==> src/rtl/alu_seq.sv <==
// alu_seq: multi-cycle execute-stage ALU with valid/ready handshakes.
// Single-cycle integer ops retire in one cycle; MUL/MULHU/DIV/DIVU/REM/REMU
// iterate one bit per cycle over a shared 2*XLEN accumulator.
module alu_seq #(
  parameter int unsigned XLEN = 32
) (
  input  logic            clk,
  input  logic            rst,
  input  logic            in_valid,
  output logic            in_ready,
  input  logic [XLEN-1:0] a,
  input  logic [XLEN-1:0] b,
  input  logic [3:0]      op,
  output logic            out_valid,
  input  logic            out_ready,
  output logic [XLEN-1:0] result,
  output logic            zero,
  output logic            neg,
  output logic            carry,
  output logic            overflow,
  output logic            busy
);

  localparam int unsigned AW  = 2 * XLEN;
  localparam int unsigned CW  = $clog2(XLEN);
  localparam int unsigned MSB = XLEN - 1;

  localparam logic [3:0] OP_ADD  = 4'b0000;
  localparam logic [3:0] OP_SUB  = 4'b0001;
  localparam logic [3:0] OP_AND  = 4'b0010;
  localparam logic [3:0] OP_OR   = 4'b0011;
  localparam logic [3:0] OP_XOR  = 4'b0100;
  localparam logic [3:0] OP_SLT  = 4'b0101;
  localparam logic [3:0] OP_SLTU = 4'b0110;

  typedef enum logic [1:0] {
    IDLE = 2'd0,
    CALC = 2'd1,
    DONE = 2'd2
  } state_t;

  state_t          state, state_nxt;
  logic [CW-1:0]   cnt, cnt_nxt;
  logic [AW-1:0]   acc, acc_nxt;
  logic [XLEN-1:0] a_q, b_q, a_nxt, b_nxt;
  logic [3:0]      op_q, op_nxt;
  logic            out_valid_nxt;
  logic [XLEN-1:0] result_nxt;
  logic            zero_nxt, neg_nxt, carry_nxt, overflow_nxt;

  logic            accept;

  logic [XLEN:0]   sum;
  logic            is_addsub, is_mul, is_div, div_signed, div_special;
  logic [XLEN-1:0] imm_res, a_mag;
  logic            imm_carry, imm_ovf;

  logic [XLEN:0]   mul_sum, rem_sh, diff;
  logic [XLEN-1:0] dvs, quot, remd, fin_res;
  logic            q_neg, r_neg;
  logic [AW-1:0]   step;

  assign in_ready = (state == IDLE) || ((state == DONE) && out_ready);
  assign busy     = (state == CALC);
  assign accept   = in_valid && in_ready;

  // Single-cycle result, flags and divide special cases from the request operands
  always_comb begin
    is_addsub   = (op[3:1] == 3'b000);
    is_mul      = (op[3:1] == 3'b100);
    is_div      = (op[3:2] == 2'b11);
    div_signed  = is_div && !op[0];
    sum         = {1'b0, a} + {1'b0, (op[0] ? ~b : b)} + (XLEN+1)'(op[0]);
    a_mag       = (div_signed && a[MSB]) ? (-a) : a;
    div_special = is_div && ((b == '0) ||
                  (div_signed && (a == {1'b1, {(XLEN-1){1'b0}}}) && (b == '1)));
    imm_res     = '0;
    case (op)
      OP_ADD, OP_SUB: imm_res = sum[XLEN-1:0];
      OP_AND:         imm_res = a & b;
      OP_OR:          imm_res = a | b;
      OP_XOR:         imm_res = a ^ b;
      OP_SLT:         imm_res = XLEN'($signed(a) < $signed(b));
      OP_SLTU:        imm_res = XLEN'(a < b);
      default:        imm_res = '0;
    endcase
    if (div_special) begin
      if (b == '0) imm_res = op[1] ? a : '1;
      else         imm_res = op[1] ? '0 : a;
    end
    imm_carry = is_addsub && sum[XLEN];
    imm_ovf   = is_addsub && (a[MSB] == (b[MSB] ^ op[0])) && (sum[MSB] != a[MSB]);
  end

  // One shift-add or restoring-divide step plus final sign fix-up
  always_comb begin
    dvs     = (!op_q[0] && b_q[MSB]) ? (-b_q) : b_q;
    mul_sum = {1'b0, acc[AW-1:XLEN]} + (acc[0] ? {1'b0, a_q} : '0);
    rem_sh  = {acc[AW-1:XLEN], acc[XLEN-1]};
    diff    = rem_sh - {1'b0, dvs};
    if (op_q[2]) begin
      step = diff[XLEN] ? {rem_sh[XLEN-1:0], acc[XLEN-2:0], 1'b0}
                        : {diff[XLEN-1:0], acc[XLEN-2:0], 1'b1};
    end else begin
      step = {mul_sum, acc[XLEN-1:1]};
    end
    quot  = step[XLEN-1:0];
    remd  = step[AW-1:XLEN];
    q_neg = !op_q[0] && (a_q[MSB] ^ b_q[MSB]);
    r_neg = !op_q[0] && a_q[MSB];
    if (!op_q[2])     fin_res = op_q[0] ? remd : quot;
    else if (op_q[1]) fin_res = r_neg ? (-remd) : remd;
    else              fin_res = q_neg ? (-quot) : quot;
  end

  // Next-state and next-output logic
  always_comb begin
    state_nxt     = state;
    cnt_nxt       = cnt;
    acc_nxt       = acc;
    a_nxt         = a_q;
    b_nxt         = b_q;
    op_nxt        = op_q;
    out_valid_nxt = out_valid;
    result_nxt    = result;
    zero_nxt      = zero;
    neg_nxt       = neg;
    carry_nxt     = carry;
    overflow_nxt  = overflow;
    case (state)
      IDLE: ;
      CALC: begin
        acc_nxt = step;
        if (cnt == '0) begin
          state_nxt     = DONE;
          out_valid_nxt = 1'b1;
          result_nxt    = fin_res;
          zero_nxt      = (fin_res == '0);
          neg_nxt       = fin_res[MSB];
          carry_nxt     = 1'b0;
          overflow_nxt  = 1'b0;
        end else begin
          cnt_nxt = cnt - CW'(1);
        end
      end
      DONE: begin
        if (out_ready) begin
          state_nxt     = IDLE;
          out_valid_nxt = 1'b0;
        end
      end
      default: state_nxt = IDLE;
    endcase
    if (accept) begin
      a_nxt  = a;
      b_nxt  = b;
      op_nxt = op;
      if ((is_mul || is_div) && !div_special) begin
        state_nxt     = CALC;
        cnt_nxt       = CW'(XLEN - 1);
        out_valid_nxt = 1'b0;
        acc_nxt       = {{XLEN{1'b0}}, (is_div ? a_mag : b)};
      end else begin
        state_nxt     = DONE;
        out_valid_nxt = 1'b1;
        result_nxt    = imm_res;
        zero_nxt      = (imm_res == '0);
        neg_nxt       = imm_res[MSB];
        carry_nxt     = imm_carry;
        overflow_nxt  = imm_ovf;
      end
    end
  end

  // State register
  always_ff @(posedge clk) begin
    if (rst) state <= IDLE;
    else     state <= state_nxt;
  end

  // Datapath and output registers
  always_ff @(posedge clk) begin
    if (rst) begin
      cnt       <= '0;
      acc       <= '0;
      a_q       <= '0;
      b_q       <= '0;
      op_q      <= '0;
      out_valid <= 1'b0;
      result    <= '0;
      zero      <= 1'b0;
      neg       <= 1'b0;
      carry     <= 1'b0;
      overflow  <= 1'b0;
    end else begin
      cnt       <= cnt_nxt;
      acc       <= acc_nxt;
      a_q       <= a_nxt;
      b_q       <= b_nxt;
      op_q      <= op_nxt;
      out_valid <= out_valid_nxt;
      result    <= result_nxt;
      zero      <= zero_nxt;
      neg       <= neg_nxt;
      carry     <= carry_nxt;
      overflow  <= overflow_nxt;
    end
  end

endmodule

==> config.mk <==
export PLATFORM = sky130hd
export DESIGN_NAME = alu_seq
export DESIGN_NICKNAME = d
export VERILOG_FILES = /design/src/rtl/alu_seq.sv
export SDC_FILE = /design/constraint.sdc
export NUM_CORES = 1
export LEC_CHECK = 0
export BUFFER_PORTS_ARGS = -buffer_cell sky130_fd_sc_hd__buf_2
export CORE_MARGIN = 8
export CORE_UTILIZATION = 40
export DETAILED_ROUTE_END_ITERATION = 12
export HOLD_SLACK_MARGIN = 0.12
export SLEW_MARGIN = 5
export SYNTH_ARGS = -nofsm -noshare
export SYNTH_HDL_FRONTEND = slang
export SYNTH_SLANG_ARGS = --single-unit
==> constraint.sdc <==
create_clock -name clk -period 6.84 [get_ports clk]
set_input_delay 1.026 -clock clk [delete_from_list [all_inputs] [get_ports clk]]
set_output_delay 1.026 -clock clk [all_outputs]
set_load 0.005 [all_outputs]
==> results.txt <==
The flow ran to the end, and the final reports show no timing, DRC or antenna violations. The transition time of the tightest slew-check pin works out to 1.09 ns. The largest single stage delay on the critical path is 0.46 ns. For the die footprint, the log shows 59900 µm². After the last flow step, the layout net total stands at 3283. Counting instances in the post-synthesis netlist gives the leading cell types as 405 x sky130_fd_sc_hd__nand2_1, 338 x sky130_fd_sc_hd__a21oi_1, 270 x sky130_fd_sc_hd__nor2_1, 196 x sky130_fd_sc_hd__ha_1, 175 x sky130_fd_sc_hd__dfxtp_1. The number of hold violations in the final report was 0. The fraction of the cycle the final worst path needs was 0.965. The CTS buffer count is 17, and the remaining global-route overflow is 0. The first detailed-routing pass ran for 5 iterations. The average via count per standard cell works out to 6.22.

The count of buffers from port buffering came out at 110. In this run the critical register-to-register path is launched from b_q[1]$_SDFFE_PP0P_. The clock net sink count is 175. The run gives 3713 as the count of placed standard cells in the final layout, fillers left out.

The die width was 245 µm; the I/O pin total was 111. After detailed routing, the number of remaining DRC violations is 0. Part of the power in combinational logic: 0.459. Aggregate routed wire length: 85100 µm. In this run the worst setup path terminates at zero$_SDFF_PP0_. The worst setup path is captured at a flip-flop. The clock passes through at most 2 buffers. Dividing the detail-routed wire length by the instance count gives 22.9 µm. The reg-to-reg critical path endpoint is zero$_SDFF_PP0_. The root buffer cell was sky130_fd_sc_hd__clkbuf_16. Timing would allow up to 0.151 GHz. The tool flagged a number of max-cap violations equal to 0.

The final standard cell area without fillers was 23100 µm²; the total placed instance area was 22300 µm². The shortest clock period the worst path allows after layout was 6.60 ns. The post-route core utilization was 0.443; the number of setup violations in the final report was 0. The run gives 0.24 ns as the slack of the worst reg-to-reg path. Between clock sinks in the finished design, the worst skew comes to 0.0186 ns. The largest individual stage delay along the critical path comes from the cell sky130_fd_sc_hd__nor4_1. By area the synthesized netlist is led by sky130_fd_sc_hd__dfxtp_1 17%, sky130_fd_sc_hd__ha_1 12%, sky130_fd_sc_hd__a21oi_1 8.1%.

Summed over all nets, the switching power comes to 1.78 mW. After synthesis the netlist holds a flip-flop and latch count of 175. The tools report the arrival time at the worst endpoint as 7.00 ns. The type of origin of the critical path is a flip-flop. The internal power contribution came out at 2.33 mW. The worst hold slack is 0.457 ns.

0 antenna diodes ended up in the layout. Detailed routing inserted a total of 23100 vias. The power density over cell area works out to 178 nW/µm². Post-route total power: 4.11 mW. The number of different library cells in the post-synthesis netlist is 93.

The logs give 0.252 for the share of total power in the clock network and 9.25 nW for the static leakage. The die outline height is 245 µm. The number of flops mapped to enable cells by yosys was 0; the relative max-transition margin was 0.252. In the synthesized netlist, the number of instances is 2987. The count of nets left with antenna violations once routing finished came out at 0. The clock reaches the later pin of the worst-skew pair after 0.47 ns.

The region available for standard cell placement spans 52100 µm². The run gives 0 ns as the sum of negative setup slack. For the count of H-tree levels built during CTS, the log shows 4. The post-synthesis async set-or-reset flop share was 0; the global-route wire length before repair was 129000 µm. The min-delay analysis places its worst path in the category flip-flop to flip-flop.

The number of placed cells counting well taps came out at 3678. The tools report the number of violations reported at the end of detailed-routing iteration 0 as 2427. When the netlist entered floorplanning its net count stood at 3258. TritonCTS built the clock tree. The part of the power in registers was 0.288; the hold buffer count at CTS was 0. Relative to the synthesized area, the layout overhead comes to 10.3%. The netlist area before placement is 20900 µm². The worst setup path is of the flip-flop to flip-flop kind. The share of the synthesized area in the top cell type was 0.167; the starting utilization of the core area was 0.401.

Row generation in the floorplan step produced 84 rows. Most repeated cell in the gate-level netlist after synthesis: sky130_fd_sc_hd__nand2_1. The number of cells on the worst reg-to-reg path is 28. The most repeated library cell on the critical path is sky130_fd_sc_hd__nand4_1. The switching part of the total is 0.433. sky130_fd_sc_hd__dfxtp_1 takes more of the synthesized area than any other cell. Most used flip-flop cell after synthesis: sky130_fd_sc_hd__dfxtp_1.

At the worst endpoint, the required time is 7.24 ns. The weighted congestion reported at the end of routability-driven placement came out at 0.975. The via count of the first global-routing pass is 21600, and the average footprint of a synthesized cell is 7.00 µm². The run gives 0.270 as the overall global routing resource usage. The post-DP HPWL is 66300 µm, and the peak supply drop is 189 µV. The proportion of layout cells with a drive suffix above 1 was 0.109; the top fanout value on the critical path was 26.

For the count of pins over their slew limit, the log shows 0. Entering global routing, the biggest net connects 79 pins. The start point of the critical path was b_q[1]$_SDFFE_PP0P_. The sequential fraction of the synthesis area was 0.167; the setup slack of the critical path after layout was 0.238 ns. Yosys printed 0 warnings. After clock tree synthesis, the clock-pin slew on the worst setup and hold paths is 0.08 ns.

Prior to clock tree synthesis, the placed netlist has a worst setup slack of -0.224 ns. The run gives 0 as the number of antenna violations at the first check in global routing.
==> what timing repair did <==
action | 4_1_cts | 5_1_grt
setup buffers | 0 | 3
endpoints found under the hold margin | 0 | 0
setup endpoints to repair | 5 | 21
pin swaps | 1 | 12
gates resized for setup | 5 | 39
==> per-layer routing <==
layer | track usage | wire length [µm]
met1 | 0.367 | 37900
met2 | 0.428 | 37600
met3 | 0.0362 | 6000
met4 | 0.110 | 3620
met5 | 0 | 0
==> worst min-delay path by stage <==
stage | startpoint | to | slack (ns) | cells past startpoint
floorplan | a_q[0]$_SDFFE_PP0P_ | a_q[0]$_SDFFE_PP0P_ | 0.43 | 2
global placement | a_q[21]$_SDFFE_PP0P_ | a_q[21]$_SDFFE_PP0P_ | 0.44 | 2
detailed placement | a_q[26]$_SDFFE_PP0P_ | a_q[26]$_SDFFE_PP0P_ | 0.45 | 2
CTS | a_q[22]$_SDFFE_PP0P_ | a_q[22]$_SDFFE_PP0P_ | 0.46 | 2
global route | a_q[22]$_SDFFE_PP0P_ | a_q[22]$_SDFFE_PP0P_ | 0.47 | 2
finish | a_q[22]$_SDFFE_PP0P_ | a_q[22]$_SDFFE_PP0P_ | 0.46 | 2
==> state kept, by name (all words and copies together) (netlist names) <==
register,count
a_q,32
out_valid,1
cnt,5
acc,64
op_q,3
zero,1
state,2
overflow,1
result,32
b_q,32
carry,1
neg,1
==> kinds of logic (layout without fill, tap and decap cells) <==
family | Yosys count | in the layout | share of synthesized area
adders and majority gates | 199 | 199 | 0.120
DFF | 175 | 175 | 0.167
buffers and inverters | 310 | 348 | 0.0591
muxes | 73 | 73 | 0.0359
AOI/OAI and AO/OA | 951 | 951 | 0.294
and+or+nand+nor | 1085 | 1085 | 0.242
xor gates and xnor gates | 194 | 194 | 0.0812
==> critical path, delay by kind of cell, from the launching register on <==
family                     cells  cell delay, ns
and+or+nand+nor               15            3.32
DFF                            1            0.34
buffers and inverters          2            0.30
AOI/OAI and AO/OA              7            1.67
xor gates and xnor gates       2            0.41
adders and majority gates      2            0.48
==> cells in the final DEF, fill, tap and decap left out, types with 55 or more instances in the layout <==
master / Yosys / routed
sky130_fd_sc_hd__nor2_1: 270 / 265
sky130_fd_sc_hd__buf_2: 20 / 109
sky130_fd_sc_hd__xnor2_1: 105 / 105
sky130_fd_sc_hd__buf_4: 3 / 89
sky130_fd_sc_hd__nor3_1: 74 / 68
sky130_fd_sc_hd__mux2i_1: 60 / 60
sky130_fd_sc_hd__ha_1: 196 / 192
sky130_fd_sc_hd__dfxtp_1: 175 / 173
sky130_fd_sc_hd__nand3_1: 58 / 55
sky130_fd_sc_hd__xor2_1: 89 / 89
sky130_fd_sc_hd__inv_1: 116 / 115
sky130_fd_sc_hd__o211ai_1: 98 / 98
sky130_fd_sc_hd__a21oi_1: 338 / 331
sky130_fd_sc_hd__nand2_1: 405 / 403
sky130_fd_sc_hd__o21ai_0: 139 / 135
==> power by group through the flow <==
stage | registers [mW] | clock network [mW] | logic, mW
final | 1.18 | 1.04 | 1.89
after global routing | 1.19 | 1.09 | 2.04
after CTS | 1.18 | 1.05 | 1.82
after detailed placement | 1.20 | 0 | 1.81
after global placement | 1.20 | 0 | 1.79
after floorplan | 1.16 | 0 | 1.27
==> final cells by class <==
cell class                 count  area [µm²]
multi-input combinational   2502       16400
inverter                     116         437
tap                          688         861
clock buffer                  18         450
fill                        5506       29100
sequential                   175        3510
clock inverter                14         165
timing repair buffer         200        1240
(Power assumes the default switching activity.)
